**src/rtl/ps2_scancode_receiver_pkg.sv**
```systemverilog
// Shared types and constants for the PS/2 scan-code receiver.
// Frame states, prefix codes and data width.
package ps2_scancode_receiver_pkg;

    typedef enum logic [1:0] {
        ST_IDLE,
        ST_DATA,
        ST_PARITY,
        ST_STOP
    } state_t;

    localparam logic [7:0] SC_EXT        = 8'hE0;
    localparam logic [7:0] SC_BREAK      = 8'hF0;
    localparam int         PS2_DATA_BITS = 8;

endpackage

```
**src/rtl/ps2_scancode_receiver_if.sv**
```systemverilog
// Decoded key-event bundle from the PS/2 receiver
// to the character control unit.
interface ps2_scancode_receiver_if;

    logic [7:0] ScanCode;
    logic       Extended;
    logic       Break;
    logic       CodeValid;
    logic       FrameError;

    modport master (
        output ScanCode,
        output Extended,
        output Break,
        output CodeValid,
        output FrameError
    );

    modport slave (
        input ScanCode,
        input Extended,
        input Break,
        input CodeValid,
        input FrameError
    );

endinterface

```
**src/rtl/ps2_scancode_receiver_sync_edge.sv**
```systemverilog
// Synchronises the raw PS/2 lines and produces a registered
// falling-edge strobe on the clock line with aligned data.
module ps2_sync_edge #(
    parameter int SYNC_STAGES = 2
) (
    input  logic Clock,
    input  logic Resetn,
    input  logic PS2Clk,
    input  logic PS2Dat,
    output logic dat_s,
    output logic clk_fall
);

    logic [SYNC_STAGES-1:0] clk_sync;
    logic [SYNC_STAGES-1:0] dat_sync;
    logic                   clk_prev;
    logic                   clk_cur;

    assign clk_cur = clk_sync[SYNC_STAGES-1];

    // dat_s is delayed one extra flop so it lines up with clk_fall
    always_ff @(posedge Clock or negedge Resetn) begin
        if (!Resetn) begin
            clk_sync <= '1;
            dat_sync <= '1;
            clk_prev <= 1'b1;
            dat_s    <= 1'b1;
            clk_fall <= 1'b0;
        end else begin
            clk_sync <= {clk_sync[SYNC_STAGES-2:0], PS2Clk};
            dat_sync <= {dat_sync[SYNC_STAGES-2:0], PS2Dat};
            clk_prev <= clk_cur;
            dat_s    <= dat_sync[SYNC_STAGES-1];
            clk_fall <= clk_prev & ~clk_cur;
        end
    end

endmodule

```
**src/rtl/ps2_scancode_receiver.sv**
```systemverilog
// PS/2 keyboard frame receiver: deframes, checks parity,
// folds E0/F0 prefixes into flags and strobes one code per key event.
module ps2_scancode_receiver
    import ps2_scancode_receiver_pkg::*;
#(
    parameter int TIMEOUT_CYCLES = 5000,
    parameter int SYNC_STAGES    = 2
) (
    input  logic                            Clock,
    input  logic                            Resetn,
    input  logic                            PS2Clk,
    input  logic                            PS2Dat,
    ps2_scancode_receiver_if.master         rx
);

    localparam int TW = $clog2(TIMEOUT_CYCLES + 1);

    logic          dat_s;
    logic          clk_fall;
    state_t        state,     state_nxt;
    logic [7:0]    shreg,     shreg_nxt;
    logic [2:0]    bitcnt,    bitcnt_nxt;
    logic          perr,      perr_nxt;
    logic [TW-1:0] tcnt,      tcnt_nxt;
    logic          ext_pend,  ext_pend_nxt;
    logic          brk_pend,  brk_pend_nxt;
    logic [7:0]    code_q,    code_nxt;
    logic          ext_q,     ext_nxt;
    logic          brk_q,     brk_nxt;
    logic          cv_q,      cv_nxt;
    logic          fe_q,      fe_nxt;
    logic          timeout;

    ps2_sync_edge #(
        .SYNC_STAGES (SYNC_STAGES)
    ) u_sync (
        .Clock    (Clock),
        .Resetn   (Resetn),
        .PS2Clk   (PS2Clk),
        .PS2Dat   (PS2Dat),
        .dat_s    (dat_s),
        .clk_fall (clk_fall)
    );

    always_ff @(posedge Clock or negedge Resetn) begin
        if (!Resetn) begin
            state    <= ST_IDLE;
            shreg    <= '0;
            bitcnt   <= '0;
            perr     <= 1'b0;
            tcnt     <= '0;
            ext_pend <= 1'b0;
            brk_pend <= 1'b0;
            code_q   <= '0;
            ext_q    <= 1'b0;
            brk_q    <= 1'b0;
            cv_q     <= 1'b0;
            fe_q     <= 1'b0;
        end else begin
            state    <= state_nxt;
            shreg    <= shreg_nxt;
            bitcnt   <= bitcnt_nxt;
            perr     <= perr_nxt;
            tcnt     <= tcnt_nxt;
            ext_pend <= ext_pend_nxt;
            brk_pend <= brk_pend_nxt;
            code_q   <= code_nxt;
            ext_q    <= ext_nxt;
            brk_q    <= brk_nxt;
            cv_q     <= cv_nxt;
            fe_q     <= fe_nxt;
        end
    end

    // a fall arriving in the timeout cycle takes priority over the abort
    assign timeout = (state != ST_IDLE) && !clk_fall &&
                     (tcnt == TW'(TIMEOUT_CYCLES - 1));

    always_comb begin
        state_nxt    = state;
        shreg_nxt    = shreg;
        bitcnt_nxt   = bitcnt;
        perr_nxt     = perr;
        ext_pend_nxt = ext_pend;
        brk_pend_nxt = brk_pend;
        code_nxt     = code_q;
        ext_nxt      = ext_q;
        brk_nxt      = brk_q;
        cv_nxt       = 1'b0;
        fe_nxt       = 1'b0;
        tcnt_nxt     = tcnt;

        if (clk_fall || state == ST_IDLE) begin
            tcnt_nxt = '0;
        end else if (tcnt != '1) begin
            tcnt_nxt = tcnt + 1'b1;
        end

        if (timeout) begin
            fe_nxt       = 1'b1;
            ext_pend_nxt = 1'b0;
            brk_pend_nxt = 1'b0;
            state_nxt    = ST_IDLE;
        end else if (clk_fall) begin
            unique case (state)
                ST_IDLE: begin
                    if (!dat_s) begin
                        state_nxt  = ST_DATA;
                        bitcnt_nxt = '0;
                    end
                end
                ST_DATA: begin
                    shreg_nxt  = {dat_s, shreg[7:1]};
                    bitcnt_nxt = bitcnt + 1'b1;
                    if (bitcnt == 3'(PS2_DATA_BITS - 1)) begin
                        state_nxt = ST_PARITY;
                    end
                end
                ST_PARITY: begin
                    perr_nxt  = ~(^{shreg, dat_s});
                    state_nxt = ST_STOP;
                end
                ST_STOP: begin
                    state_nxt = ST_IDLE;
                    unique case (1'b1)
                        (!dat_s || perr): begin
                            fe_nxt       = 1'b1;
                            ext_pend_nxt = 1'b0;
                            brk_pend_nxt = 1'b0;
                        end
                        (shreg == SC_EXT): begin
                            ext_pend_nxt = 1'b1;
                        end
                        (shreg == SC_BREAK): begin
                            brk_pend_nxt = 1'b1;
                        end
                        default: begin
                            code_nxt     = shreg;
                            ext_nxt      = ext_pend;
                            brk_nxt      = brk_pend;
                            cv_nxt       = 1'b1;
                            ext_pend_nxt = 1'b0;
                            brk_pend_nxt = 1'b0;
                        end
                    endcase
                end
                default: state_nxt = ST_IDLE;
            endcase
        end
    end

    assign rx.ScanCode   = code_q;
    assign rx.Extended   = ext_q;
    assign rx.Break      = brk_q;
    assign rx.CodeValid  = cv_q;
    assign rx.FrameError = fe_q;

endmodule

```
**src/flat_wrapper.sv**
```systemverilog
// flat-port wrapper written by rule: the top's interface ports become plain ports
module ps2_scancode_receiver_flat import ps2_scancode_receiver_pkg::*;
#(
    parameter int TIMEOUT_CYCLES = 5000,
    parameter int SYNC_STAGES    = 2
)
  (Clock, Resetn, PS2Clk, PS2Dat, rx_ScanCode, rx_Extended, rx_Break, rx_CodeValid, rx_FrameError);
  ps2_scancode_receiver_if rx_i ();
  input  logic Clock;
  input  logic Resetn;
  input  logic PS2Clk;
  input  logic PS2Dat;
  output wire logic [$bits(rx_i.ScanCode)-1:0] rx_ScanCode;
  output wire logic [$bits(rx_i.Extended)-1:0] rx_Extended;
  output wire logic [$bits(rx_i.Break)-1:0] rx_Break;
  output wire logic [$bits(rx_i.CodeValid)-1:0] rx_CodeValid;
  output wire logic [$bits(rx_i.FrameError)-1:0] rx_FrameError;
  assign rx_ScanCode = rx_i.ScanCode;
  assign rx_Extended = rx_i.Extended;
  assign rx_Break = rx_i.Break;
  assign rx_CodeValid = rx_i.CodeValid;
  assign rx_FrameError = rx_i.FrameError;
  ps2_scancode_receiver #(.TIMEOUT_CYCLES(TIMEOUT_CYCLES), .SYNC_STAGES(SYNC_STAGES)) u_core (.Clock(Clock), .Resetn(Resetn), .PS2Clk(PS2Clk), .PS2Dat(PS2Dat), .rx(rx_i));
endmodule
```
**config.mk**
```make
export PLATFORM = sky130hd
export DESIGN_NAME = ps2_scancode_receiver_flat
export DESIGN_NICKNAME = d
export VERILOG_FILES = /design/src/rtl/ps2_scancode_receiver_pkg.sv /design/src/rtl/ps2_scancode_receiver_if.sv /design/src/rtl/ps2_scancode_receiver_sync_edge.sv /design/src/rtl/ps2_scancode_receiver.sv /design/src/flat_wrapper.sv
export SDC_FILE = /design/constraint.sdc
export NUM_CORES = 1
export LEC_CHECK = 0
export CORE_MARGIN = 4
export CORE_UTILIZATION = 62
export DETAILED_ROUTE_END_ITERATION = 8
export GPL_TIMING_DRIVEN = 0
export MAX_ROUTING_LAYER = met4
export PLACE_DENSITY = 0.83
export SLEW_MARGIN = 20
export SYNTH_ARGS = -nofsm -noshare
export SYNTH_HDL_FRONTEND = slang
export SYNTH_HIERARCHICAL = 1
export SYNTH_SLANG_ARGS = --single-unit
```
**constraint.sdc**
```tcl
create_clock -name Clock -period 5.15 [get_ports Clock]
set_clock_uncertainty 0.15 [all_clocks]
set_input_delay 0.515 -clock Clock [delete_from_list [all_inputs] [get_ports Clock]]
set_output_delay 0.515 -clock Clock [all_outputs]
set_load 0.02 [all_outputs]
```
**Yosys cells after proc, flatten, opt, wreduce, memory -nomap -nowiden**

Cells that the tools add are included.

- Register bits: 48
- Word-level logic and storage cells: 83

- Add/subtract/negate cells: 2
- Equality and inequality tests: 13
- Muxes and demuxes: 25
- Bitwise logic cells: 5
- Reduce and logical (&&, ||, !) cells: 21

Operator list:

| kind | number |
|---|---|
| two-way mux 13 bit | 2 |
| == test 8 bit (second input constant) | 2 |
| AND reduction 3 bit | 5 |
| two-way mux 1 bit | 14 |
| adder 13 x 1 -> 13 bit (second input constant) | 1 |
| == test 13 bit (second input constant) | 1 |
| inequality test 13 bit (second input constant) | 1 |
| nonzero test 2 bit | 5 |
| parity 9 bit | 1 |
| two-way mux 2 bit | 4 |
| one-hot mux 2 bit (4 select lines) | 1 |
| AND reduction 4 bit | 2 |
| one-hot mux 3 bit (2 select lines) | 1 |
| == test 2 bit (second input constant) | 2 |
| inequality test 2 x 1 -> 1 bit (second input constant) | 2 |
| NOT 1 bit | 4 |
| one-hot mux 1 bit (2 select lines) | 2 |
| adder 3 x 1 -> 3 bit (second input constant) | 1 |
| == test 3 bit (second input constant) | 1 |
| two-way mux 3 bit | 1 |
| inequality test 3 x 1 -> 1 bit (second input constant) | 1 |
| inequality test 3 x 2 -> 1 bit (second input constant) | 1 |
| OR reduction 3 bit | 1 |
| == test 2 x 1 -> 1 bit (second input constant) | 1 |
| 6 further kinds | 9 |

**Logic depth before layout (Yosys ltp)**

- Depth after elaboration: 7
- Depth in mapped cells: 6
- Mapped depth without buffers: 6

**By module**

Netlist, hierarchy kept.

Modules (own cells, without submodules):

| module | instances | cells each | area each (µm²) | sequential area each (µm²) |
|---|---|---|---|---|
| ps2_scancode_receiver | 1 | 173 | 1996.9 | 1026.0 |
| ps2_sync_edge | 1 | 8 | 196.4 | 182.7 |

**Worst setup path after synthesis**

Ideal clock, no wire load.

- Kind: reg2reg
- Start point: reg u_core.state[0]
- End point: reg u_core.brk_q, in the netlist u_core/rx.Break
- Setup time: 0.128 ns
- Data arrival time: 1.453 ns
- Path slack: 3.419 ns
- Stages on the path, launching flop included: 7
- Buffers on the path: 1
- Clock period less this slack: 1.731 ns
- Path through: dfrtp_1 ha_1 nand2_1 a41o_1 nor2_1 buf_4 mux2_1

- Cells in the longest elaborated chain, start to end: 5

Ends and longest elaborated chain:

| element | line | RTL |
|---|---|---|
| start, declared | ps2_scancode_receiver.sv:20 | `state_t state, state_nxt;` |
| start signal, assigned | ps2_scancode_receiver.sv:60 | `state <= state_nxt;` |
| nonzero test 2 bit | ps2_scancode_receiver.sv:76 | `assign timeout = (state != ST_IDLE) && !clk_fall &&` |
| logical AND 1 bit (2 in a row) | ps2_scancode_receiver.sv:76 |  |
| NOT 1 bit (no line) | -- |  |
| AND reduction 4 bit (no line) (*) | -- |  |
| end signal, assigned | ps2_scancode_receiver.sv:69 | `brk_q <= brk_nxt;` |
| end, declared | ps2_scancode_receiver.sv:29 | `logic brk_q, brk_nxt;` |

Every way passes the cells marked *; elsewhere a longest branch is shown, timed or not.
A chain may end at the register's enable or synchronous reset.

**Final worst setup path**

- Start point: reg u_core.ext_q, in the netlist u_core/rx.Extended
- End point: out rx_Extended

RTL lines:

| element | line | RTL |
|---|---|---|
| start, declared | ps2_scancode_receiver.sv:28 | `logic ext_q, ext_nxt;` |
| start signal, assigned | ps2_scancode_receiver.sv:68 | `ext_q <= ext_nxt;` |
| end, declared | flat_wrapper.sv:14 | `output wire logic [$bits(rx_i.Extended)-1:0] rx_Extended;` |

No word-level cell between the ends.

==> impl_metrics.toml <==
[status]
status = "finished clean"

[clocking]
clockRootBuffer = "clkbuf_4"
clk_pin_slew_worst_paths_ns = 0.12
tritoncts = "yes"
clock-sinks = 48
max-clock-path-buffers = 2
htree_levels = 2
post_cts_buffers = 0
numCtsBuffers = 5
clock_latency_ns = 0.35

[yosys]
synth_area_leaders = "dfrtp_1 48%, dfstp_2 7.2%, mux2_2 5.1%"
async_reset_ff_share_pct = 100
syn_area_sq_um = 2190
synth_top_family_by_area = "simple AND/OR/NAND/NOR gates"
yosysUniqueCellTypes = 44
synth_compound_gate_area_share_pct = 8.56
avgSynthCellArea_sq_um = 12.1
ys.flop_type = "dfrtp_1"
synthXorXnorAreaFrac_pct = 3.82
synth_edf_count = 0
yosys_register_bits = 48
syn_nets = 192
synth.largest_area_cell = "dfrtp_1"
yosysSeqAreaShare_pct = 55.1
synthSimpleGateAreaFrac_pct = 16.4
synthCells = 181
synth_warnings = 6
synthAdderAreaFrac_pct = 3.99
synth_mux_area_share_pct = 10.2
synth.top_cell.area_share_pct = 47.9

[timing]
hold_viol_final = 0
min_period_ns = 2.00
timing.fmax_mhz = 500
worst_slew_pin_slew_ns = 0.515
setup_viol = 0
rsz0062_at_grt = "false"
tns_ns = 0
relSlewSlack_pct = 65.4
period_share_pct = 38.9
finalMaxSlewViolations = 0

[placed_design]
numPortBuffers = 15
hpwl_um = 2740
dp_cells = 243
gp_congestion = 0.945

[worst_setup_path]
cp_max_fo = 2
crit_arrival_ns = 1.34
critPathMaxStageDelay_ns = 0.61
critical_path_buf_inv_count = 1
crit_required_ns = 4.49
crit_start = "u_core/rx.Extended$_DFFE_PN0P_"
path_delay_family = "buffers and inverters"
worstSetupEndpointType = "primary output"
path_class = "register to primary output"
r2r_end = "u_core/rx.Extended$_DFFE_PN0P_"
start_kind = "register"
rr_startpoint = "u_core/state[0]$_DFFE_PN0P_"
worst-r2r-cell-count = 6
rrSetupSlack_ns = 3.22
crit_slowest_cell = "clkdlybuf4s50_1"
crit_path_cell_trace = "clkdlybuf4s50_1"

[cells_and_area]
final_nets = 216
mostFrequentLayoutCell = "dfrtp_1"
final_cell_mix = "42 x dfrtp_1, 14 x clkdlybuf4s50_1, 14 x nor2_1"
syn_to_final_growth_pct = 13.3
fin_util_pct = 73.3
n_antenna_cell = 0
final_cells = 252
drive_above_1_share_pct = 18.0

[routing]
num_vias = 1517
drt_pass1_iterations = 4
drtAntennaViolNets = 0
vias_per_cell = 6.02
drc = 0
detail_route.wl_per_cell_um = 15.0
routed_wl_um = 3780
drt_iter0_markers = 131

[global_route]
grtUsageTotal_pct = 20.6
grt_pass1_wl_um = 6690
grt_max_degree = 27
grt_pass1_vias = 1451
gr-total-overflow = 0
antenna_found_initial = 0

[die]
die_area_sq_um = 4550
start_util_pct = 64.7
die_h_um = 67.5
io_pins = 16
core_sq_um = 3390
dieWidth_um = 67.5
rows = 21

[power_and_ir_drop]
worst_ir_drop_vdd_uv = 231
powerDensity_nw_per_um2 = 410
power.total_mw = 1.02
p_leak_nw = 1.12

[worst_hold_path]
worstHoldStart = "u_core/u_sync/dat_sync[1]$_DFF_PN1_"
hold_path_class = "register to register"
holdPathStages = 0
hold_end = "u_core/u_sync/dat_s$_DFF_PN1_"

[run]
max_cap_violations = 0
-- what timing repair did --
| item | 4_1_cts | 5_1_grt |
|---|---|---|
| resized for setup | 0 | 0 |
| hold buffers | 1 | 0 |
| hold endpoints to repair | 22 | 0 |
-- power by group --
| part | internal, mW | switching, mW |
|---|---|---|
| registers | 0.451 | 0.0726 |
| clock network | 0.0675 | 0.106 |
| logic | 0.170 | 0.152 |
| total | 0.689 | 0.331 |
-- worst max path at each step --
stage                                              to  cells after the start
finish                                    rx_Extended                      1
global placement    u_core/rx.ScanCode[0]$_DFFE_PN0P_                      1
CTS                                       rx_Extended                      1
detailed placement     u_core/rx.Extended$_DFFE_PN0P_                      6
global route                              rx_Extended                      1
floorplan                 u_core/rx.Break$_DFFE_PN0P_                      6
-- per-layer routing --
metal	global-route usage, %	part of all wire, %	vias up
li1	-	-	701
met1	26.2	44	753
met2	30.9	48	49
met3	4.16	4.8	14
met4	11.1	2.9	0
met5	-	0	-
-- flip-flops by register name (all words and copies together) (netlist names) --
name and cells:
u_core/state 2, u_core/shreg 8, u_core/u_sync/dat_s 1, u_core/rx.FrameError 1, u_core/tcnt 13, u_core/perr 1
u_core/rx.CodeValid 1, u_core/ext_pend 1, u_core/u_sync/clk_fall 1, u_core/u_sync/dat_sync 2, u_core/bitcnt 3, u_core/rx.Break 1
u_core/brk_pend 1, u_core/u_sync/clk_prev 1, u_core/u_sync/clk_sync 2, u_core/rx.ScanCode 8, u_core/rx.Extended 1
-- kinds of logic (layout without fill, tap and decap cells) --
kind of cell    Yosys count  count (layout)
fa+ha+maj                 7               7
simple gates             59              59
mux                      20              20
xor+xnor                  8               8
compound gates           30              30
buf+inv                   9              34
flops                    48              48
-- Yosys cell counts (2+ instances only) --
master,count
nand2b_1,2
or3_1,2
and3_1,2
dfrtp_1,42
nand4_1,2
nor2_1,14
ha_1,7
xor2_1,2
xnor2_1,5
nand2_1,10
mux2_2,10
buf_4,2
mux2_1,8
nor3_1,5
nor4b_1,2
mux2i_1,2
a21oi_1,8
inv_1,6
nand3_1,7
or2_2,2
o21ai_1,3
a22o_1,2
nand3_4,2
o21ai_0,6
dfstp_2,6
a31oi_1,4
-- stage by stage --
step	hold WS (ns)	setup slack [ns]	instance area, sq um
CTS	0.215	3.13	2480
floorplan	0.0694	3.42	2190
detailed placement	0.197	3.24	2420
global placement	0.197	2.22	2400
finish	0.213	3.15	2480
global route	0.220	3.06	2480
-- cell type report --
type	instances	area, sq um
plain buffers	3	20.0
fillers	215	905
repair buffers	17	175
multi-input cells	124	942
clock buffers	8	58.8
flip-flops and latches	48	1210
well taps	46	57.6
inverters	6	22.5
Power figures use the tool's default switching activity.
